File: src/rtl/gamepad_pkg.sv
// +------------------------------------------------------------------+
// | gamepad_pkg: button/direction indices shared by the Pmod decoder |
// | Rev 1.0                                                          |
// +------------------------------------------------------------------+
`default_nettype none

package gamepad_pkg;

  localparam int PAD_BITS = 12;

  localparam int BTN_B      = 11;
  localparam int BTN_Y      = 10;
  localparam int BTN_SELECT = 9;
  localparam int BTN_START  = 8;
  localparam int BTN_UP     = 7;
  localparam int BTN_DOWN   = 6;
  localparam int BTN_LEFT   = 5;
  localparam int BTN_RIGHT  = 4;
  localparam int BTN_A      = 3;
  localparam int BTN_X      = 2;
  localparam int BTN_L      = 1;
  localparam int BTN_R      = 0;

  localparam int DIR_UP    = 3;
  localparam int DIR_DOWN  = 2;
  localparam int DIR_LEFT  = 1;
  localparam int DIR_RIGHT = 0;

  function automatic logic [3:0] dir_mask(input logic [PAD_BITS-1:0] bits);
    return {bits[BTN_UP], bits[BTN_DOWN], bits[BTN_LEFT], bits[BTN_RIGHT]};
  endfunction

endpackage

`default_nettype wire

File: src/rtl/gamepad_pad_decode.sv
// +------------------------------------------------------------------+
// | gamepad_pad_decode: presence, held/pressed and D-pad auto-repeat |
// | Rev 1.0                                                          |
// +------------------------------------------------------------------+
`default_nettype none

module gamepad_pad_decode
  import gamepad_pkg::*;
#(
  parameter int REPEAT_DELAY  = 12500000,
  parameter int REPEAT_PERIOD = 3125000
) (
  input  logic                clk,
  input  logic                reset,
  input  logic [PAD_BITS-1:0] pad_bits,
  input  logic                stale,
  output logic [PAD_BITS-1:0] held,
  output logic [PAD_BITS-1:0] pressed,
  output logic [3:0]          dir_event,
  output logic                is_present
);

  localparam int RW = $clog2(REPEAT_DELAY + 1);
  localparam logic [RW-1:0] RPT_LAST   = RW'(REPEAT_DELAY - 1);
  localparam logic [RW-1:0] RPT_RELOAD = RW'(REPEAT_DELAY - REPEAT_PERIOD);

  logic [PAD_BITS-1:0] bits_q;
  logic [PAD_BITS-1:0] held_q;
  logic [RW-1:0]       rpt_cnt;
  logic [RW-1:0]       rpt_next;
  logic [3:0]          mask;
  logic                mask_hold;
  logic                repeat_pulse;

  always_ff @(posedge clk) begin
    if (reset) begin
      bits_q  <= '1;
      held_q  <= '0;
      rpt_cnt <= '0;
    end else begin
      bits_q  <= pad_bits;
      held_q  <= held;
      rpt_cnt <= rpt_next;
    end
  end

  // The cycle in which the mask changes counts as count 0, so the
  // register already holds 1 on the following cycle.
  always_comb begin
    is_present   = (bits_q != '1) && !stale;
    held         = is_present ? bits_q : '0;
    pressed      = held & ~held_q;
    mask         = dir_mask(held);
    mask_hold    = (mask != 4'b0) && (mask == dir_mask(held_q));
    repeat_pulse = mask_hold && (rpt_cnt == RPT_LAST);
    rpt_next     = rpt_cnt + 1'b1;
    if (mask == 4'b0) begin
      rpt_next = '0;
    end else if (!mask_hold) begin
      rpt_next = RW'(1);
    end else if (repeat_pulse) begin
      rpt_next = RPT_RELOAD;
    end
    dir_event = dir_mask(pressed) | (repeat_pulse ? mask : 4'b0);
  end

endmodule

`default_nettype wire

File: src/rtl/gamepad_pmod_multi.sv
// +------------------------------------------------------------------+
// | gamepad_pmod_multi: Gamepad Pmod serial front end, 1..4 pads     |
// | Rev 1.0                                                          |
// +------------------------------------------------------------------+
`default_nettype none

module gamepad_pmod_multi
  import gamepad_pkg::*;
#(
  parameter int N_PADS        = 1,
  parameter int REPEAT_DELAY  = 12500000,
  parameter int REPEAT_PERIOD = 3125000,
  parameter int TIMEOUT       = 2500000
) (
  input  logic                       clk,
  input  logic                       reset,
  input  logic                       pmod_data,
  input  logic                       pmod_clk,
  input  logic                       pmod_latch,
  output logic [PAD_BITS*N_PADS-1:0] held,
  output logic [PAD_BITS*N_PADS-1:0] pressed,
  output logic [4*N_PADS-1:0]        dir_event,
  output logic [N_PADS-1:0]          is_present,
  output logic                       frame_valid,
  output logic                       frame_err,
  output logic                       stale
);

  localparam int FRAME_BITS = PAD_BITS * N_PADS;
  localparam int CW         = $clog2(FRAME_BITS + 2);
  localparam int TW         = $clog2(TIMEOUT + 1);

  logic [1:0]            data_sync;
  logic [2:0]            sclk_sync;
  logic [2:0]            latch_sync;
  logic                  sclk_rise;
  logic                  latch_rise;
  logic [FRAME_BITS-1:0] shift_reg;
  logic [FRAME_BITS-1:0] frame;
  logic [CW-1:0]         bit_cnt;
  logic [TW-1:0]         idle_cnt;

  assign sclk_rise  = sclk_sync[1] & ~sclk_sync[2];
  assign latch_rise = latch_sync[1] & ~latch_sync[2];
  assign stale      = (idle_cnt == TW'(TIMEOUT));

  always_ff @(posedge clk) begin
    if (reset) begin
      data_sync   <= '0;
      sclk_sync   <= '0;
      latch_sync  <= '0;
      shift_reg   <= '1;
      frame       <= '1;
      bit_cnt     <= '0;
      idle_cnt    <= '0;
      frame_valid <= 1'b0;
      frame_err   <= 1'b0;
    end else begin
      data_sync   <= {data_sync[0], pmod_data};
      sclk_sync   <= {sclk_sync[1:0], pmod_clk};
      latch_sync  <= {latch_sync[1:0], pmod_latch};
      frame_valid <= 1'b0;
      frame_err   <= 1'b0;

      if (sclk_rise) begin
        shift_reg <= {shift_reg[FRAME_BITS-2:0], data_sync[1]};
      end

      // A bit arriving with the latch belongs to the next frame.
      if (latch_rise) begin
        if (bit_cnt == CW'(FRAME_BITS)) begin
          frame       <= shift_reg;
          frame_valid <= 1'b1;
        end else begin
          frame_err <= 1'b1;
        end
        bit_cnt <= sclk_rise ? CW'(1) : '0;
      end else if (sclk_rise && (bit_cnt != CW'(FRAME_BITS + 1))) begin
        bit_cnt <= bit_cnt + 1'b1;
      end

      if (frame_valid) begin
        idle_cnt <= '0;
      end else if (idle_cnt != TW'(TIMEOUT)) begin
        idle_cnt <= idle_cnt + 1'b1;
      end
    end
  end

  for (genvar p = 0; p < N_PADS; p++) begin : g_pad
    gamepad_pad_decode #(
      .REPEAT_DELAY  (REPEAT_DELAY),
      .REPEAT_PERIOD (REPEAT_PERIOD)
    ) u_pad (
      .clk        (clk),
      .reset      (reset),
      .pad_bits   (frame[PAD_BITS*p +: PAD_BITS]),
      .stale      (stale),
      .held       (held[PAD_BITS*p +: PAD_BITS]),
      .pressed    (pressed[PAD_BITS*p +: PAD_BITS]),
      .dir_event  (dir_event[4*p +: 4]),
      .is_present (is_present[p])
    );
  end

endmodule

`default_nettype wire
File: config.mk
export PLATFORM = sky130hd
export DESIGN_NAME = gamepad_pmod_multi
export DESIGN_NICKNAME = d
export VERILOG_FILES = /design/src/rtl/gamepad_pkg.sv /design/src/rtl/gamepad_pad_decode.sv /design/src/rtl/gamepad_pmod_multi.sv
export SDC_FILE = /design/constraint.sdc
export NUM_CORES = 1
export LEC_CHECK = 0
export CAP_MARGIN = 20
export CORE_UTILIZATION = 30
export CTS_BUF_LIST = sky130_fd_sc_hd__clkbuf_16
export CTS_CLUSTER_DIAMETER = 120
export DETAILED_ROUTE_END_ITERATION = 10
export PLACE_DENSITY_LB_ADDON = 0.08
export SYNTH_ARGS = -nofsm -noshare
export SYNTH_HDL_FRONTEND = slang
export SYNTH_SLANG_ARGS = --single-unit
File: constraint.sdc
create_clock -name clk -period 7.6 [get_ports clk]
set_input_delay 2.28 -clock clk [delete_from_list [all_inputs] [get_ports clk]]
set_output_delay 2.28 -clock clk [all_outputs]
set_load 0.01 [all_outputs]
==> run summary, run 1 <==
Detailed placement finished with a half-perimeter wire length of 6626 um. The transition time of the tightest slew-check pin was 0.8140 ns; the clock edge transition at the registers on the reported setup and hold paths was 0.07 ns. The synthesized area came out at 4463 um^2.

The tools report the standby leakage power as 1.866 nW. Counting every instance in the synthesized netlist gives 484. The clock tree synthesis step divided the H-tree into 3 levels.

The die is 124.0 um tall. Via count of the first global-routing pass: 3164. The number of antenna diodes in the final layout is 0.

The logs give 0 for the number of antenna violations at the first check in global routing and 15370 um^2 for the total die area. The run finished with clean final reports. During synthesis, Yosys emitted a total of 0 warnings. The number of cells on the worst reg-to-reg path came out at 9. Setup repair after global routing left no endpoint under its margin. The share of the cycle needed by the critical path after routing is 76.90%, and the core area is 14530 um^2. The clock network latency to the later pin of the worst-skew pair was 0.36 ns. The required arrival time at the worst endpoint came out at 5.32 ns. The logs give 13.62% for the total global routing track utilization and 0 ns for the final sum of negative setup slack.

The horizontal extent of the die came out at 124.0 um. The worst-case IR drop observed on VDD is 107.1 uV. Dividing the detail-routed wire length by the instance count gives 13.25 um. From synthesis to final layout, the design area changed by 19.71%. The number of enable flip-flop cells after synthesis was 0; the sequential element share of the synthesized area was 48.44%.

Cells fill 36.76% of the core in the end. After clock tree synthesis, the flow added hold-fix buffers numbering 0. The count of pins on the block boundary came out at 37. The critical path is of the flip-flop to output port type. The first detailed-routing pass took 4 iterations. Using the TritonRoute via totals, the vias-per-cell ratio works out to 4.648. The peak fanout along the critical path was 14; the count of instances resized after the clock tree is built was 0.

The routed design has 9424 um of wire. The type of origin of the critical path was a flip-flop. After synthesis, the mean cell area works out to 9.221 um^2. The number of cells on the worst hold path came out at 1.

The multi-input combinational cell area is 2201 um^2, and the remaining global-route overflow is 0. For this run, asynchronously set or reset flops after synthesis account for 0%. Routability-driven placement finished with a final weighted congestion of 0.7846. Entering global routing, the biggest net connects 54 pins. After synthesis the netlist holds a flip-flop and latch count of 108.

Summing all flip-flop and latch instances after layout gives 2162 um^2. TritonCTS built the clock tree. Setup violations remaining at the end of the flow were counted as 0.

The first global-routing pass estimated 15880 um of wire. Once detail routing completed, the nets flagged for antenna violations numbered 0. The tree is rooted in a clkbuf_16. During placement, the flow inserted port buffers numbering 36. The largest registers in the layout are g_pad.u_pad.rpt_cnt x24, idle_cnt x22.

The tools report the effective utilization at floorplan as 30.71%. For the final database, setup skew stands at 0.005958 ns. In this run the worst hold path is classified as flip-flop to flip-flop. In the routed design, unresolved DRC markers number 0. The initialized floorplan defines 44 standard-cell rows. Based on the critical path, the design can be clocked at up to 0.1711 GHz. At the end of the flow, the number of nets in the layout was 537. The number of buffers added by the clock tree synthesis step was 9. The run gives 0 as the final-report hold violation count.

Type of element capturing the critical path: an output port. Dominant register cell in the synthesized netlist: dfxtp_1. For this block, the initial DRC count from the detailed router was 164. The number of maximum-capacitance constraint violations was 0; the number of different library cells in the post-synthesis netlist was 39. The logs give 45.37% for the worst-case headroom to the max-slew limit and 0 for the count of final max-slew check failures. Power per cell area: 203.6 nW/um^2. Synthesis produced a netlist with a net count of 499. The layout cell share with drive strength beyond 1 works out to 8.159%. The routed layout has 3305 vias. The total clock sinks was 108; the flip-flop count of the largest register, all copies and words added was 24. More flip-flops sit in one register than any other, and that register is g_pad.u_pad.rpt_cnt. The layout has 1511 filler cells.

Post-CTS timing repair inserted 0 buffers for setup. Data arrives at the worst endpoint at 3.56 ns. The clock passes through at most 2 buffers. The smallest clock period supported by the final layout is computed as 5.844 ns.
-- worst max-delay path: stages (launching register included) --
cell and delay [ns]:
dfxtp_1 0.41, nand4_1 0.12, nor3_1 0.55, o21ba_2 0.33
and2_1 0.20, ha_1 0.28, nand4_1 0.24, nor4b_4 0.39
a21o_1 0.17, clkdlybuf4s50_1 0.52
-- through the flow --
| stage | power, mW | hold slack, ns | cells | instance area, um^2 | setup slack [ns] |
|---|---|---|---|---|---|
| global route | 1.140 | 0.4591 | 711 | 5343 | 1.473 |
| finish | 1.088 | 0.4386 | 711 | 5343 | 1.756 |
| floorplan | 0.6076 | 0.4086 | 484 | 4463 | 2.821 |
| global placement | 0.6160 | 0.4172 | 694 | 5032 | 2.128 |
| CTS | 1.109 | 0.4347 | 710 | 5338 | 1.649 |
| detailed placement | 0.6162 | 0.4208 | 694 | 5032 | 2.064 |
-- where the power goes --
group	internal, mW	total, mW	switching [mW]
combinational	0.0107	0.0249	0.0142
clock	0.261	0.486	0.225
sequential	0.572	0.577	0.00536
total	0.844	1.09	0.244
-- path summary, 6_finish.rpt --
check / start / to / slack [ns]
hold reg to reg: frame[8] / g_pad[0].u_pad.bits_q[8] / 0.44
hold / removal: frame[8] / g_pad[0].u_pad.bits_q[8] / 0.44
setup / recovery: g_pad[0].u_pad.bits_q[5] / dir_event[1] / 1.76
setup reg to reg: g_pad[0].u_pad.bits_q[5] / g_pad[0].u_pad.rpt_cnt[16] / 4.16
-- cells in the final DEF (no fill, tap or decap), drive strengths merged, types with 15 or more instances in the layout --
cell           instances
clkdlybuf4s50         36
dfxtp                108
and2                  25
or2                   15
nand3                 20
nor2b                 31
nand4                 16
nand2                 45
nor2                  51
xnor2                 28
nor3                  15
inv                   15
-- logic make-up after synthesis --
group	count (synthesis)	synth area share, %
AND/OR/NAND/NOR	268	33.00
adder cells (fa/ha/maj)	10	2.803
AO/OA/AOI/OAI	28	4.710
XOR/XNOR	42	8.242
multiplexers	2	0.4486
flip-flops	108	48.44
buffers and inverters	26	2.355
-- routing by layer --
layer	routed length, um	global-route usage [%]	vias up
met4	133	5.208	0
li1	-	-	1716
met2	4513	21.88	30
met5	0	0	-
met1	4519	17.13	1551
met3	258	4.029	8
-- area by class of cell --
class                      count  area share (%)
timing repair buffer          42           7.541
clock buffer                   9           4.215
inverter                      11          0.7728
tap                          184           4.309
clock inverter                 7           1.499
multi-input combinational    350           41.19
sequential                   108           40.47
-- cell usage after synthesis (2+ instances only) --
cell type  number  area share (%)
nor4_1         14             2.0
nor2_1         51             4.3
nand3b_1       12             2.0
and3_1          2            0.28
nand3_1        20             2.2
clkbuf_1       14             1.2
or4_4           2            0.50
and2_1         25             3.5
a21oi_1         7            0.78
nor2b_1        31             4.3
or3_1           2            0.28
nand4_1        16             2.2
dfxtp_1       108              48
nor4bb_1        2            0.45
nand2b_1        3            0.42
a211o_1        12             2.4
xor2_1         14             2.7
nor3_1         15             1.7
inv_1          11            0.93
or2_2          14             2.0
xnor2_1        28             5.5
and3b_1         2            0.39
and4_1          6             1.2
ha_1           10             2.8
a21o_1          4            0.67
nand2_1        45             3.8
mux2i_1         2            0.45
Power figures use the tool's default switching activity.
==> inputs of run 2 (changes only) <==
==> constraint.sdc (replaced) <==
create_clock -name clk -period 5 [get_ports clk]
set_input_delay 1.5 -clock clk [delete_from_list [all_inputs] [get_ports clk]]
set_output_delay 1.5 -clock clk [all_outputs]
set_load 0.01 [all_outputs]
==> run 2 against run 1 <==
Net effect:
- die area unchanged
- setup slack worse by 1.6 ns
- power up 45%
- register-to-register slack worse by 2.6 ns
- count of clock-buffer cells in the layout unchanged
- non-clock buffer count up 7
==> run summary, run 2 (synthesis gave the netlist of run 1 again) <==
The run finished with clean final reports. The run gives 0 ns (unchanged) as the final sum of negative setup slack. The overall power consumption came out at 1.576 mW (+45%).

The critical path goes through inv_1 > ha_1 > and3b_1 > nand4_1 > o21ba_4 > and2_1 > ha_1 > nand4_1 > nor4b_4 > a21o_1 > clkdlybuf4s50_1. The flip-flop count of the largest register, all copies and words added was 24 (unchanged). Global-route wire length before repair: 15940 um (+0.35%). The count of final max-slew check failures was 0 (unchanged). The most common library cell in the layout ignoring fill and taps was dfxtp_1.

The total global routing track utilization was 13.72% (+0.096 points); the detailed-placement wirelength estimate was 6746 um (+1.8%). The tools report the type of origin of the critical path as a flip-flop. The tools report the routability congestion estimate from global placement as 0.7620 (-2.9%). The tools report the type of element capturing the critical path as an output port. The logs give 3132 (-1.0%) for the via count of the first global-routing pass and 0.35 ns (about the same) for the clock network latency to the later pin of the worst-skew pair. The run gives 0 (unchanged) as the final antenna-violating net count. The number of remaining DRC errors came out at 0 (unchanged). The number of antenna violations at the first check in global routing is 0 (unchanged). The horizontal extent of the die works out to 124.0 um (unchanged). For the number of design-rule violations left by the first detailed-router iteration, the log shows 107 (-35%). The number of nets in the layout was 545 (+1.5%); the clock edge transition at the registers on the reported setup and hold paths was 0.07 ns (about the same). The filler cell count is 1535 (+1.6%). The largest registers in the layout are g_pad.u_pad.rpt_cnt x24, idle_cnt x22. The number of buffers inserted for hold repair after clock tree synthesis was 0 (unchanged).

Cell at the root of the clock tree: clkbuf_16. The register with the most flip-flops in the final layout is g_pad.u_pad.rpt_cnt. The layout cell share with drive strength beyond 1 is 9.720% (+1.6 points), and the count of pins on the block boundary is 37 (unchanged). For the achievable clock frequency, the log shows 0.2073 GHz. The number of cells on the worst reg-to-reg path is 13 (+4).

The aggregate routed wire length was 9661 um (+2.5%). The path class of the tightest hold or removal check is flip-flop to flip-flop. The run gives 3324 (+0.57%) as the via total after detailed routing. The total iterations of the first detailed-routing run is 4 (unchanged), and the transition time of the tightest slew-check pin is 0.9976 ns (+0.1836 ns). The share of the cycle needed by the critical path after routing is 96.48%, and the remaining global-route overflow is 0 (unchanged). The required arrival time at the worst endpoint is 3.50 ns (-1.82 ns), and the signed area change from the synthesized netlist to the final layout is 21.17%. Critical path data arrival time: 3.32 ns (-0.24 ns). The run gives 2 (unchanged) as the maximum root-to-sink buffer count. The number of standard-cell rows in the floorplan is 44 (unchanged), and the number of buffers added by the clock tree synthesis step is 9 (unchanged). The run gives 1.910 nW (+2.4%) as the standby leakage power.

The total clock sinks is 108 (unchanged), and the number of buffers added on ports is 36 (unchanged). The total number of H-tree levels is 3 (unchanged), and the final critical path time including I/O delays and setup is 4.824 ns. The power per cell area came out at 291.4 nW/um^2 (+43%). The run gives 0.006824 ns (+0.0008658 ns) as the largest clock skew in the final design. The average vias per placed instance came out at 4.623 (-0.54%). The worst-case headroom to the max-slew limit was 33.36% (-12 points); the pin count of the biggest net entering global routing was 50 (-7.4%).

The critical path is of the flip-flop to output port type. TritonCTS built the clock tree. The longest individual stage delay on the worst path works out to 0.53 ns (-0.02 ns).

The tools report the total die area as 15370 um^2 (unchanged). For the final-report setup violation count, the log shows 0 (unchanged). The library cells used most frequently in the layout, excluding fill and tap cells, are 107 x dfxtp_1, 51 x nor2_1, 45 x nand2_1, 35 x clkdlybuf4s50_1, 31 x nor2b_1. The peak fanout along the critical path is 5 (-9), and the number of cells on the worst hold path is 1 (unchanged).

The effective utilization at floorplan is 30.71% (unchanged), and the vertical die dimension is 124.0 um (unchanged). The tools report the worst ir drop on vdd as 176.0 uV (+64%). The slowest stage of the critical path belongs to the cell clkdlybuf4s50_1.

Setup repair after global routing left no endpoint under its margin. The post-detailed-route wirelength per cell was 13.44 um (+1.4%). The run gives 14530 um^2 (unchanged) as the core area.

The tools report the final-report hold violation count as 0 (unchanged). The count of antenna diodes in the layout was 0 (unchanged). The run gives 0 (unchanged) as the number of maximum-capacitance constraint violations.
## run 2: routing by layer
metal	GRT usage (%)	part of all wire [%]
met5	0	0
met4	5.804	1.9
met3	3.571	2.2
met2	22.67	49
met1	16.82	47
## run 2: area by class of cell
type                    instances  area, um^2  share of cell area [%]
inverters                      11       41.29                  0.7635
clock inverters                 7       43.79                  0.8098
multi-input cells             351        2243                   41.49
clock buffers                   9       225.2                   4.165
flip-flops and latches        108        2163                   40.00
well taps                     184       230.2                   4.257
repair buffers                 49       460.4                   8.515
## run 2: report_power, final
| part | internal [mW] | total [mW] | switching, mW |
|---|---|---|---|
| logic | 0.0160 | 0.0380 | 0.0220 |
| clock network | 0.335 | 0.660 | 0.324 |
| registers | 0.870 | 0.878 | 0.00836 |
| total | 1.22 | 1.58 | 0.355 |
## run 2: stage by stage
| stage | instances | instance area, um^2 | hold slack [ns] | worst slack (ns) | utilization (%) |
|---|---|---|---|---|---|
| 6_report | 719 | 5408 | 0.4357 | 0.1758 | 37.21 |
| 5_1_grt | 719 | 5408 | 0.4479 | 0.007184 | 37.21 |
| 4_1_cts | 710 | 5301 | 0.4391 | 0.01146 | 36.48 |
| 3_5_place_dp | 694 | 5032 | 0.4184 | 0.4099 | 34.62 |
| 3_3_place_gp | 694 | 5032 | 0.4184 | 0.5153 | 34.62 |
| 2_1_floorplan | 484 | 4463 | 0.4086 | 1.001 | - |
## run 2: worst max-delay path, delay by kind of cell, from the launching register on
kind	cells	cell delay [ns]
AND/OR/NAND/NOR	5	1.10
adder cells (fa/ha/maj)	2	0.45
buffers and inverters	2	0.63
AO/OA/AOI/OAI	2	0.44
flip-flops	1	0.35
## run 2: path summary, 6_finish.rpt
| kind | slack, ns | endpoint | start |
|---|---|---|---|
| setup / recovery | 0.18 | dir_event[3] | idle_cnt[0] |
| hold / removal | 0.44 | g_pad[0].u_pad.bits_q[1] | frame[1] |
| setup reg to reg | 1.54 | g_pad[0].u_pad.rpt_cnt[3] | idle_cnt[0] |
| hold reg to reg | 0.44 | g_pad[0].u_pad.bits_q[1] | frame[1] |
## run 2: repair_timing
| action | CTS | global route |
|---|---|---|
| resized for setup | 0 | 7 |
| buffers inserted | 0 | 7 |
| endpoints found under the setup margin | 0 | 4 |
